**src/rtl/osc_dt_req_if.sv**
```systemverilog
// Timestep handshake between one oscillator requester and the time manager.
// The time manager drives emu_dt; the requester drives dt_req and cke.
interface osc_dt_req_if #(
  parameter int unsigned DT_WIDTH = 27
);
  logic [DT_WIDTH-1:0] emu_dt;
  logic [DT_WIDTH-1:0] dt_req;
  logic                cke;

  // Time manager side
  modport master (
    output emu_dt,
    input  dt_req,
    input  cke
  );

  // Oscillator (requester) side
  modport slave (
    input  emu_dt,
    output dt_req,
    output cke
  );
endinterface

```
**src/rtl/osc_dt_req.sv**
```systemverilog
// Requester endpoint of the emulator timestep protocol: models one emulated
// oscillator, publishes the time to its next edge and consumes the granted step.
module osc_dt_req #(
  parameter int unsigned          DT_WIDTH  = 27,
  parameter int unsigned          CNT_WIDTH = 32,
  parameter logic [DT_WIDTH-1:0]  DT_IDLE   = '1
) (
  input  logic                 emu_clk,
  input  logic                 emu_rst,
  osc_dt_req_if.slave          ts,
  input  logic                 en,
  input  logic [DT_WIDTH-1:0]  t_hi,
  input  logic [DT_WIDTH-1:0]  t_lo,
  output logic                 clk_val,
  output logic [CNT_WIDTH-1:0] edge_cnt,
  output logic                 err
);

  logic [DT_WIDTH-1:0]  r_time_left;
  logic                 r_clk_val;
  logic [CNT_WIDTH-1:0] r_edge_cnt;
  logic                 r_err;

  logic [DT_WIDTH-1:0]  w_hp_hi;
  logic [DT_WIDTH-1:0]  w_hp_lo;
  logic                 w_reach;
  logic                 w_over;

  // Half-periods clamped to at least one tick so a zero step is never requested
  always_comb begin
    w_hp_hi = (t_hi == '0) ? DT_WIDTH'(1) : t_hi;
    w_hp_lo = (t_lo == '0) ? DT_WIDTH'(1) : t_lo;
    w_reach = (ts.emu_dt >= r_time_left);
    w_over  = (ts.emu_dt >  r_time_left);
  end

  assign ts.dt_req = en ? r_time_left : DT_IDLE;
  assign ts.cke    = en & ~emu_rst & w_reach;
  assign clk_val   = r_clk_val;
  assign edge_cnt  = r_edge_cnt;
  assign err       = r_err;

  // Advance emulated time; toggle and reload on reaching (or overshooting) the edge
  always_ff @(posedge emu_clk) begin
    if (emu_rst) begin
      r_clk_val   <= 1'b0;
      r_time_left <= w_hp_lo;
      r_edge_cnt  <= '0;
      r_err       <= 1'b0;
    end else if (en) begin
      if (w_reach) begin
        // Overshoot is flagged but otherwise treated as an exact hit and discarded
        if (w_over) begin
          r_err <= 1'b1;
        end
        r_clk_val <= ~r_clk_val;
        if (!r_clk_val) begin
          r_time_left <= w_hp_hi;
          r_edge_cnt  <= r_edge_cnt + CNT_WIDTH'(1);
        end else begin
          r_time_left <= w_hp_lo;
        end
      end else begin
        r_time_left <= r_time_left - ts.emu_dt;
      end
    end
  end

endmodule

```
**src/flat_wrapper.sv**
```systemverilog
// flat-port wrapper written by rule: the top's interface ports become plain ports
module osc_dt_req_flat 
#(
  parameter int unsigned          DT_WIDTH  = 27,
  parameter int unsigned          CNT_WIDTH = 32,
  parameter logic [DT_WIDTH-1:0]  DT_IDLE   = '1
)
  (emu_clk, emu_rst, en, t_hi, t_lo, clk_val, edge_cnt, err, ts_emu_dt, ts_dt_req, ts_cke);
  osc_dt_req_if #(.DT_WIDTH(DT_WIDTH)) ts_i ();
  input  logic emu_clk;
  input  logic emu_rst;
  input  logic en;
  input  logic [DT_WIDTH-1:0] t_hi;
  input  logic [DT_WIDTH-1:0] t_lo;
  output logic clk_val;
  output logic [CNT_WIDTH-1:0] edge_cnt;
  output logic err;
  input wire logic [$bits(ts_i.emu_dt)-1:0] ts_emu_dt;
  output wire logic [$bits(ts_i.dt_req)-1:0] ts_dt_req;
  output wire logic [$bits(ts_i.cke)-1:0] ts_cke;
  assign ts_i.emu_dt = ts_emu_dt;
  assign ts_dt_req = ts_i.dt_req;
  assign ts_cke = ts_i.cke;
  osc_dt_req #(.DT_WIDTH(DT_WIDTH), .CNT_WIDTH(CNT_WIDTH), .DT_IDLE(DT_IDLE)) u_core (.emu_clk(emu_clk), .emu_rst(emu_rst), .ts(ts_i), .en(en), .t_hi(t_hi), .t_lo(t_lo), .clk_val(clk_val), .edge_cnt(edge_cnt), .err(err));
endmodule
```
**config.mk**
```make
export PLATFORM = sky130hd
export DESIGN_NAME = osc_dt_req_flat
export DESIGN_NICKNAME = d
export VERILOG_FILES = /design/src/rtl/osc_dt_req_if.sv /design/src/rtl/osc_dt_req.sv /design/src/flat_wrapper.sv
export SDC_FILE = /design/constraint.sdc
export NUM_CORES = 1
export LEC_CHECK = 0
export CAP_MARGIN = 15
export CORE_MARGIN = 1
export CORE_UTILIZATION = 52
export DETAILED_ROUTE_END_ITERATION = 10
export GPL_TIMING_DRIVEN = 0
export PLACE_DENSITY = 0.85
export SKIP_CTS_REPAIR_TIMING = 1
export SYNTH_ARGS = -nofsm -noshare
export SYNTH_HDL_FRONTEND = slang
export SYNTH_SLANG_ARGS = --single-unit
export TNS_END_PERCENT = 10
```
**constraint.sdc**
```tcl
create_clock -name emu_clk -period 10.7 [get_ports emu_clk]
set_input_delay 3.21 -clock emu_clk [delete_from_list [all_inputs] [get_ports emu_clk]]
set_output_delay 3.21 -clock emu_clk [all_outputs]
set_load 0.005 [all_outputs]
```
==> summary.txt <==
Crit path DAT: 6.52 ns
Setup TNS: 0 ns
Final setup margin: 0.973 ns
Unrepaired setup endpoints after global routing: false
EDFF count, synth: 27
Max Slew Vio Count: 0
Die Y: 99.0 um
Post-route cell area: 6670 um2
Crit path kind: in -> out
Setup violators final: 0
Slew at the pin closest to its max-slew limit: 0.784 ns
DRC viols: 0
Synth Flop Type: dfxtp_1
Post-DR wirelength/cell: 19.5 um
Status: completed
GRT overflow: 0
Dpl hpwl: 12.5 mm
Worst r2r path cells: 9
Final worst path period share: 90.9%
F_max: 103 MHz
H-tree Lvls: 3
Setup crit end kind: output pin
YS warnings: 0
Worst hold path stage count: 2
Starting Density: 53.4%
Port bufs: 144
Post-DP Area: 6470 um2
Placement row count: 35
Area growth, synth to finish: 36.3%
CP Data Required Time: 7.49 ns
Post-synthesis sequential area ratio: 30.5%
Ant. Diodes: 0
Total Power: 0.987 mW
Total clock buffers created by CTS: 9
Root Buffer: clkbuf_8
Max_cap viols: 0
Antenna viol nets, final: 0
Dpl ws: 1.06 ns
Largest net degree at the start of global routing: 28
Slew headroom: 47.7%
Starting DRT DRC Count: 288
Final WL: 16.5 mm
First-pass GRT wire length: 25.9 mm
Initial antenna violation count: 0
Vias in the first global route: 5,037
Seq cells post-synth: 61
Syn Inst Count: 571
CTS tree: built
Reg clk slew, reported paths: 0.07 ns
Hold WC Path Type: reg -> reg
Async set or reset register ratio after synthesis: 0%
Final Hold Fails: 0
Synth Cell Area: 4890 um2
Synth Area per Inst: 8.56 um2
Syn Nets: 684
Peak supply drop: 0.0000956 V
Post-Route Skew: 0.0206 ns
Clock latency on the worst-skew pair: 0.37 ns
Via count: 5,187
Count of different cell masters after synthesis: 61
Number of top-level pins: 146
CP Max Fanout: 10
Placer congestion estimate: 0.989
PwrDens: 148 nW/um2
Die footprint: 9800 um2
Die W: 99.0 um
Nature of the critical path startpoint: input port
DR pass1 iterations: 5
GRT Overall Usage: 34.1%
Nets: 839
Area of the core: 9150 um2
Static Leak: 2.61 nW
Max Root-Sink Buffers: 2
Share of cells above drive strength 1: 7.52%
Minimum clock period: 9.73 ns
Mean number of vias per cell: 6.16
CTS sink cnt: 61
==> path summary, 6_finish.rpt <==
kind,start,end,slack [ns]
worst min-delay path,u_core.err,u_core.err,0.52
worst max register to register,u_core.r_time_left[4],u_core.r_time_left[20],7.48
worst max-delay path,ts_emu_dt[11],ts_cke,0.97
worst min register to register,u_core.err,u_core.err,0.52
==> per-stage QoR <==
step	utilization, %	hold slack (ns)	std cells
2_1_floorplan	-	0.461	571
3_3_place_gp	70.7	0.501	826
3_5_place_dp	70.7	0.509	826
4_1_cts	72.8	0.532	842
5_1_grt	72.8	0.603	842
6_report	72.8	0.518	842
==> kinds of logic (layout without fill, tap and decap cells) <==
| family | count (synthesis) | after routing | share of synthesized area (%) |
|---|---|---|---|
| adders and majority gates | 29 | 29 | 7.57 |
| buffers and inverters | 62 | 222 | 5.63 |
| and+or+nand+nor | 232 | 232 | 26.2 |
| muxes | 2 | 2 | 0.435 |
| DFF | 61 | 61 | 30.5 |
| xor gates and xnor gates | 50 | 50 | 8.96 |
| AOI/OAI and AO/OA | 135 | 135 | 20.7 |
==> layout by cell type (no fill, tap or decap), types with 4 or more instances in the layout <==
| master | synthesis | routed |
|---|---|---|
| o22ai_1 | 11 | 11 |
| nand3_1 | 19 | 19 |
| clkbuf_1 | 12 | 12 |
| clkdlybuf4s50_1 | 0 | 144 |
| edfxtp_1 | 27 | 27 |
| nor2_1 | 53 | 53 |
| inv_1 | 36 | 36 |
| xor2_1 | 22 | 22 |
| clkbuf_8 | 0 | 9 |
| ha_1 | 28 | 28 |
| nand4_1 | 22 | 22 |
| nor3_1 | 9 | 9 |
| a22oi_1 | 4 | 4 |
| a21o_1 | 16 | 16 |
| a21oi_1 | 26 | 26 |
| a2bb2oi_1 | 9 | 9 |
| nor4_1 | 18 | 18 |
| and2_1 | 4 | 4 |
| o22a_1 | 12 | 12 |
| nand2b_1 | 32 | 32 |
| o21ai_0 | 13 | 13 |
| buf_2 | 7 | 7 |
| and3_1 | 10 | 10 |
| dfxtp_1 | 34 | 34 |
| nor4_2 | 10 | 10 |
| nand2_1 | 37 | 37 |
| a41oi_1 | 4 | 4 |
| xnor2_1 | 28 | 28 |
==> cell type report <==
class | instances | area (um2)
flip-flops and latches | 61 | 1490
clock buffers | 9 | 124
multi-input cells | 448 | 3120
inverters | 36 | 135
plain buffers | 26 | 140
clock inverters | 7 | 72.6
repair buffers | 144 | 1440
well taps | 111 | 139
fillers | 730 | 2490
==> routing by layer <==
layer	wire, um	vias up	track usage, %
met2	7690	276	58.6
li1	-	2425	-
met4	536	0	14.5
met3	1370	35	6.38
met1	6860	2451	41.7
met5	0	-	0
==> power breakdown <==
part | internal (mW) | switching [mW] | leakage [nW]
clock | 0.109 | 0.114 | 0.100
sequential | 0.277 | 0.0164 | 0.547
combinational | 0.215 | 0.256 | 1.97
==> worst max-delay path, stage by stage <==
cell and delay (ns):
clkdlybuf4s50_1 0.46, inv_1 0.04, ha_1 0.26, clkbuf_1 0.37
nand4_1 0.27, nor3_1 0.31, and3_1 0.27, a311o_2 0.19
buf_4 0.21, buf_6 0.17, nand2_1 0.07, nor2_1 0.15
clkdlybuf4s50_1 0.53
==> sequential cells by signal, indices dropped and copies added (netlist names) <==
register,cells
u_core.clk_val,1
u_core.r_time_left,27
u_core.err,1
u_core.edge_cnt,32
==> Yosys cell counts, drive strengths merged, types with 3 or more instances <==
| master | n | area [um2] |
|---|---|---|
| and2 | 4 | 25.0 |
| dfxtp | 34 | 681 |
| nor3 | 12 | 75.1 |
| nand3b | 3 | 22.5 |
| a311oi | 4 | 52.6 |
| a2111oi | 3 | 26.3 |
| a21oi | 29 | 156 |
| buf | 14 | 95.1 |
| o22ai | 11 | 68.8 |
| nor2 | 53 | 199 |
| a211oi | 5 | 47.5 |
| xnor2 | 28 | 245 |
| nand2b | 32 | 200 |
| o21ai | 13 | 65.1 |
| and3b | 3 | 26.3 |
| ha | 28 | 350 |
| nand4 | 22 | 138 |
| a221oi | 3 | 26.3 |
| edfxtp | 27 | 811 |
| nor4 | 28 | 238 |
| a2bb2oi | 9 | 78.8 |
| nand2 | 37 | 139 |
| and3 | 10 | 62.6 |
| a21o | 16 | 120 |
| or2 | 3 | 18.8 |
| clkbuf | 12 | 45.0 |
| o22a | 12 | 105 |
| a22o | 3 | 26.3 |
| nand3 | 19 | 95.1 |
| a22oi | 4 | 30.0 |
| a41oi | 4 | 35.0 |
| inv | 36 | 135 |
| xor2 | 22 | 193 |
Power figures use the tool's default switching activity.
